## src/rtl/c7b_rd_arb.sv

```systemverilog
// Read arbiter between the instruction fetch unit and the load/store unit onto one AXI
// read channel. Only one read is outstanding at a time. The LSU normally wins a
// conflict, but the IFU is forced through after STARVE_MAX consecutive LSU wins.
// An IFU cancel lets the AXI transaction finish and suppresses the IFU data strobe.
module c7b_rd_arb #(
   parameter int unsigned GRLEN      = 32,
   parameter int unsigned STARVE_MAX = 4
) (
   input  logic             clk,
   input  logic             resetn,
   // IFU side
   input  logic             ifu_rd_req,
   input  logic [GRLEN-1:0] ifu_rd_addr,
   input  logic             ifu_cancel,
   output logic             arb_ifu_rd_ack,
   output logic             arb_ifu_data_valid,
   // LSU side
   input  logic             lsu_rd_req,
   input  logic [GRLEN-1:0] lsu_rd_addr,
   output logic             arb_lsu_rd_ack,
   output logic             arb_lsu_data_valid,
   output logic             arb_lsu_rd_err,
   // Shared read data
   output logic [GRLEN-1:0] arb_rd_data,
   // AXI AR channel
   output logic             ar_valid,
   input  logic             ar_ready,
   output logic [3:0]       ar_id,
   output logic [GRLEN-1:0] ar_addr,
   // AXI R channel
   input  logic             r_valid,
   output logic             r_ready,
   input  logic [GRLEN-1:0] r_data,
   input  logic             r_last,
   input  logic [1:0]       r_resp
);

   // Counter must hold 0..STARVE_MAX; keep at least one bit for STARVE_MAX = 0.
   localparam int unsigned CntW = (STARVE_MAX < 1) ? 1 : $clog2(STARVE_MAX + 1);
   localparam logic [CntW-1:0] CntMax = CntW'(STARVE_MAX);

   // Owner encoding doubles as the low bit of ar_id.
   localparam logic OwnIfu = 1'b0;
   localparam logic OwnLsu = 1'b1;

   typedef enum logic [1:0] {
      StIdle = 2'd0,
      StAddr = 2'd1,
      StData = 2'd2
   } state_e;

   state_e            r_state;
   state_e            w_state_nxt;

   logic              r_owner;
   logic              w_owner_nxt;
   logic [GRLEN-1:0]  r_addr;
   logic [GRLEN-1:0]  w_addr_nxt;
   logic [CntW-1:0]   r_starve_cnt;
   logic [CntW-1:0]   w_starve_nxt;
   logic              r_cancel;
   logic              w_cancel_nxt;

   logic              w_idle;
   logic              w_starved;
   logic              w_grant_ifu;
   logic              w_grant_lsu;
   logic              w_ar_hs;
   logic              w_last_beat;
   logic              w_ifu_busy;
   logic              w_ifu_drop;

   //--------------------------------------------------------------------------
   // Arbitration and handshake decode
   //--------------------------------------------------------------------------
   assign w_idle      = (r_state == StIdle);
   assign w_starved   = (r_starve_cnt == CntMax);
   // IFU only wins when it is alone or has been starved long enough.
   assign w_grant_ifu = w_idle & ifu_rd_req & (~lsu_rd_req | w_starved);
   assign w_grant_lsu = w_idle & lsu_rd_req & ~w_grant_ifu;
   assign w_ar_hs     = (r_state == StAddr) & ar_ready;
   assign w_last_beat = (r_state == StData) & r_valid & r_last;
   // IFU owns an in-flight transaction (address or data phase).
   assign w_ifu_busy  = ~w_idle & (r_owner == OwnIfu);
   // Final IFU beat is dropped if a cancel was latched earlier or arrives with it.
   assign w_ifu_drop  = r_cancel | ifu_cancel;

   //--------------------------------------------------------------------------
   // FSM: state register
   //--------------------------------------------------------------------------
   always_ff @(posedge clk or negedge resetn) begin
      if (!resetn) begin
         r_state <= StIdle;
      end else begin
         r_state <= w_state_nxt;
      end
   end

   //--------------------------------------------------------------------------
   // FSM: next-state logic
   //--------------------------------------------------------------------------
   always_comb begin
      w_state_nxt = r_state;
      unique case (r_state)
         StIdle: begin
            if (ifu_rd_req || lsu_rd_req) begin
               w_state_nxt = StAddr;
            end
         end
         StAddr: begin
            // A cancel never retracts the address; wait for the handshake.
            if (w_ar_hs) begin
               w_state_nxt = StData;
            end
         end
         StData: begin
            // Non-final beats are consumed in place.
            if (w_last_beat) begin
               w_state_nxt = StIdle;
            end
         end
         default: begin
            w_state_nxt = StIdle;
         end
      endcase
   end

   //--------------------------------------------------------------------------
   // FSM: outputs
   //--------------------------------------------------------------------------
   always_comb begin
      ar_valid           = 1'b0;
      r_ready            = 1'b0;
      arb_ifu_rd_ack     = 1'b0;
      arb_lsu_rd_ack     = 1'b0;
      arb_ifu_data_valid = 1'b0;
      arb_lsu_data_valid = 1'b0;
      arb_lsu_rd_err     = 1'b0;
      unique case (r_state)
         StAddr: begin
            ar_valid       = 1'b1;
            arb_ifu_rd_ack = w_ar_hs & (r_owner == OwnIfu);
            arb_lsu_rd_ack = w_ar_hs & (r_owner == OwnLsu);
         end
         StData: begin
            r_ready            = 1'b1;
            arb_ifu_data_valid = w_last_beat & (r_owner == OwnIfu) & ~w_ifu_drop;
            arb_lsu_data_valid = w_last_beat & (r_owner == OwnLsu);
            // IFU response errors are intentionally not reported.
            arb_lsu_rd_err     = w_last_beat & (r_owner == OwnLsu) & (|r_resp);
         end
         default: begin
         end
      endcase
   end

   // Address and ID come straight from registers so they stay stable under backpressure.
   assign ar_addr     = r_addr;
   assign ar_id       = {3'b000, r_owner};
   assign arb_rd_data = r_data;

   //--------------------------------------------------------------------------
   // Owner/address latch: captured only on a grant
   //--------------------------------------------------------------------------
   always_comb begin
      w_owner_nxt = r_owner;
      w_addr_nxt  = r_addr;
      if (w_grant_ifu) begin
         w_owner_nxt = OwnIfu;
         w_addr_nxt  = ifu_rd_addr;
      end else if (w_grant_lsu) begin
         w_owner_nxt = OwnLsu;
         w_addr_nxt  = lsu_rd_addr;
      end
   end

   //--------------------------------------------------------------------------
   // Starvation counter next value: counts LSU wins over a waiting IFU
   //--------------------------------------------------------------------------
   always_comb begin
      w_starve_nxt = r_starve_cnt;
      if (w_idle) begin
         if (w_grant_ifu) begin
            w_starve_nxt = '0;
         end else if (!ifu_rd_req) begin
            w_starve_nxt = '0;
         end else if (w_grant_lsu && !w_starved) begin
            w_starve_nxt = r_starve_cnt + CntW'(1);
         end
      end
   end

   //--------------------------------------------------------------------------
   // Cancel latch next value: remembers an IFU cancel until the transaction ends
   //--------------------------------------------------------------------------
   always_comb begin
      w_cancel_nxt = r_cancel;
      if (w_state_nxt == StIdle) begin
         w_cancel_nxt = 1'b0;
      end else if (w_ifu_busy && ifu_cancel) begin
         w_cancel_nxt = 1'b1;
      end
   end

   //--------------------------------------------------------------------------
   // Datapath registers
   //--------------------------------------------------------------------------
   always_ff @(posedge clk or negedge resetn) begin
      if (!resetn) begin
         r_owner      <= OwnIfu;
         r_addr       <= '0;
         r_starve_cnt <= '0;
         r_cancel     <= 1'b0;
      end else begin
         r_owner      <= w_owner_nxt;
         r_addr       <= w_addr_nxt;
         r_starve_cnt <= w_starve_nxt;
         r_cancel     <= w_cancel_nxt;
      end
   end

endmodule

```

## config.mk

```make
export PLATFORM = sky130hd
export DESIGN_NAME = c7b_rd_arb
export DESIGN_NICKNAME = d
export VERILOG_FILES = /design/src/rtl/c7b_rd_arb.sv
export SDC_FILE = /design/constraint.sdc
export NUM_CORES = 1
export LEC_CHECK = 0
export BUFFER_PORTS_ARGS = -buffer_cell sky130_fd_sc_hd__buf_2
export CORE_ASPECT_RATIO = 0.9
export CORE_MARGIN = 2
export CORE_UTILIZATION = 37
export DETAILED_ROUTE_END_ITERATION = 10
export GPL_TIMING_DRIVEN = 0
export HOLD_SLACK_MARGIN = 0.15
export PLACE_DENSITY = 0.83
export SLEW_MARGIN = 15
export SYNTH_ARGS = -nofsm -noshare
export SYNTH_HDL_FRONTEND = slang
export SYNTH_SLANG_ARGS = --single-unit
```

## constraint.sdc

```tcl
create_clock -name clk -period 1.7 [get_ports clk]
set_input_delay 0.17 -clock clk [delete_from_list [all_inputs] [get_ports clk]]
set_output_delay 0.17 -clock clk [all_outputs]
set_load 0.01 [all_outputs]
```

==> impl_metrics.ini <==
[run_status]
status = complete, no violations

[clocking]
root_buffer = clkbuf_8
clk_latency_ns = 0.30
clock-sinks = 39
h-tree-depth = 2
cts_tree = built
cts-buffers-inserted = 5
clk_pin_slew_ns = 0.08
clockBufferDepth = 2

[power]
leakagePower_uw = 0.002003
power.density_nw_per_um2 = 1436
vdd_drop_max_mv = 0.6024

[logic_synthesis]
syn_area_sq_um = 2550
synth_area_leaders = dfrtp_1 (38%), o211ai_2 (15%), o2111ai_1 (11%)
avgSynthCellArea_sq_um = 9.444
synth_cells = 270
yosys.area.top_type_share_pct = 38.27
async_reset_ff_share_pct = 100.0
synth_enable_flop_cells = 0
synth_seq_cells = 39
synth_top_area_cell = dfrtp_1
synthDistinctLibCells = 29
ys_warn_count = 0
synth-main-ff-cell = dfrtp_1
synth_seq_area_share_pct = 38.27

[setup_path]
crit_path_start_kind = flip-flop
arrival_ns = 1.80
end_kind = flip-flop
crit_path_max_fanout = 10
cp_data_required_time_ns = 1.86
crit_type = reg2reg

[global_routing]
grt_pass1_vias = 2581
groute.usage.overall_pct = 19.86
grt_pass1_wl_um = 11900
grt_max_degree = 40
antenna_found_initial = 0
grt-ovfl-total = 0

[routing]
drtIter0Drc = 71
avgViaCountPerCell = 5.060
post_drt_wl_per_cell_um = 14.65
drc = 0
final_antenna_net_count = 0
met2_length_um = 3959
topRoutingLayerUsed = met4
wirelength_um = 7866
wl_met3_um = 614
drt_first_pass_iters = 4
vias = 2717
met1_length_um = 3221

[layout]
regArea_sq_um = 978.4
final_cell_mix = buf_2 (148), buf_4 (42), inv_1 (38)
final_cell_area_sq_um = 3821
fin_nets = 554
multi_input_comb_area_sq_um = 1091
syn_to_final_growth_pct = 49.85
diodes = 0
final_common_cell = buf_2
num-fill-cells = 611
drive_gt1_share_pct = 55.93
final_cells = 537

[timing]
fmax_ghz = 0.6099
final_max_slew_viol_count = 0
setup_violations = 0
setup_ws_ns = 0.06045
finalClockSkew_ns = 0.008691
post-route-period-util_pct = 96.44
tns_ns = 0
rsz0062_at_grt = false
max-slew-margin-rel_pct = 40.93
worstMarginPinSlew_ns = 0.8860
hold_violations = 0
period_needed_ns = 1.640

[placed_design]
pre_cts_ws_ns = -0.3904
dp_hpwl_um = 5706
place_area_sq_um = 3396
place_congestion = 0.7501
io_buffers = 145
dp_cells = 507

[floorplanning]
boundaryPins = 181
die_w_um = 91.51
die_area_sq_um = 7573
start_util_pct = 38.51
die_h_um = 82.76
core-area_sq_um = 6621
fp-row-count = 28

[min_path]
hold_path.class = in2reg

[job]
maxCapViolCount = 0
-- layout make-up --
class	instances	area share (%)
sequential	39	25.61
clock inverter	3	1.768
buffer	58	10.45
inverter	38	3.733
clock buffer	5	1.801
timing repair buffer	170	25.15
tap	90	2.947
multi-input combinational	134	28.55
-- sequential cells by signal (all words and copies together), names as in the netlist --
register      flops
r_cancel          1
r_starve_cnt      3
r_state           2
r_owner           1
ar_addr          32
-- worst paths after layout --
kind,from,endpoint,slack (ns),cells after the start
min in group asynchronous,resetn,r_state[0],0.53,2
worst min-delay path,ifu_rd_addr[14],ar_addr[14],0.15,3
worst max register to register,r_state[1],ar_addr[9],0.06,4
worst min register to register,ar_addr[14],ar_addr[14],0.53,2
max in group asynchronous,resetn,r_state[1],0.57,2
worst max-delay path,r_state[1],ar_addr[9],0.06,4
-- worst max-delay path, stage by stage, from the launching register on --
cell,delay [ns]
dfrtp_2,0.44
or3b_4,0.45
clkbuf_2,0.22
o2111ai_1,0.28
o211ai_2,0.12
-- metrics by stage --
stage | power [uW] | hold WS, ns | util (%)
final | 5486 | 0.1550 | 57.71
after global routing | 5859 | 0.1583 | 57.71
after CTS | 5394 | 0.1501 | 56.75
after detailed placement | 4367 | 0.3527 | 51.29
after global placement | 4240 | 0.3296 | 51.29
after floorplan | 3361 | -0.1256 | -
-- timing repair --
action	in CTS	in global routing
gates cloned	0	0
pin swaps	1	1
hold endpoints to repair	56	1
hold buffers	18	1
gates resized for setup	13	30
buffers inserted	3	3
setup endpoints to repair	36	34
-- routing by layer --
layer / vias to the layer above / GRT usage (%)
met5: - / 0
met4: 0 / 5.758
met3: 8 / 4.174
met2: 134 / 36.40
met1: 1288 / 23.79
li1: 1287 / -
-- logic make-up (layout without fill, tap and decap cells) --
kind of cell	count (synthesis)	in the layout	share of synthesized area (%)
and+or+nand+nor	23	23	4.711
other	1	3	0.1471
AOI/OAI and AO/OA	106	106	35.08
adders and majority gates	2	2	0.9812
DFF	39	39	38.27
buffers and inverters	99	274	20.80
-- Yosys cell counts, types with 2 or more instances --
cell type and n:
a31oi_1 3, buf_4 36, buf_6 3, clkbuf_1 21, dfrtp_1 39, ha_1 2, inv_1 38, nand2_1 6
nand3_1 2, nor2_1 4, nor2b_1 2, o2111ai_1 32, o211ai_1 2, o211ai_2 30, o21ai_0 33, o21ai_1 2
or2_1 3
-- where the power goes --
part | internal, uW | switching, uW
logic | 1280 | 1610
registers | 1390 | 264
clock network | 586 | 359
(Power assumes the default switching activity.)
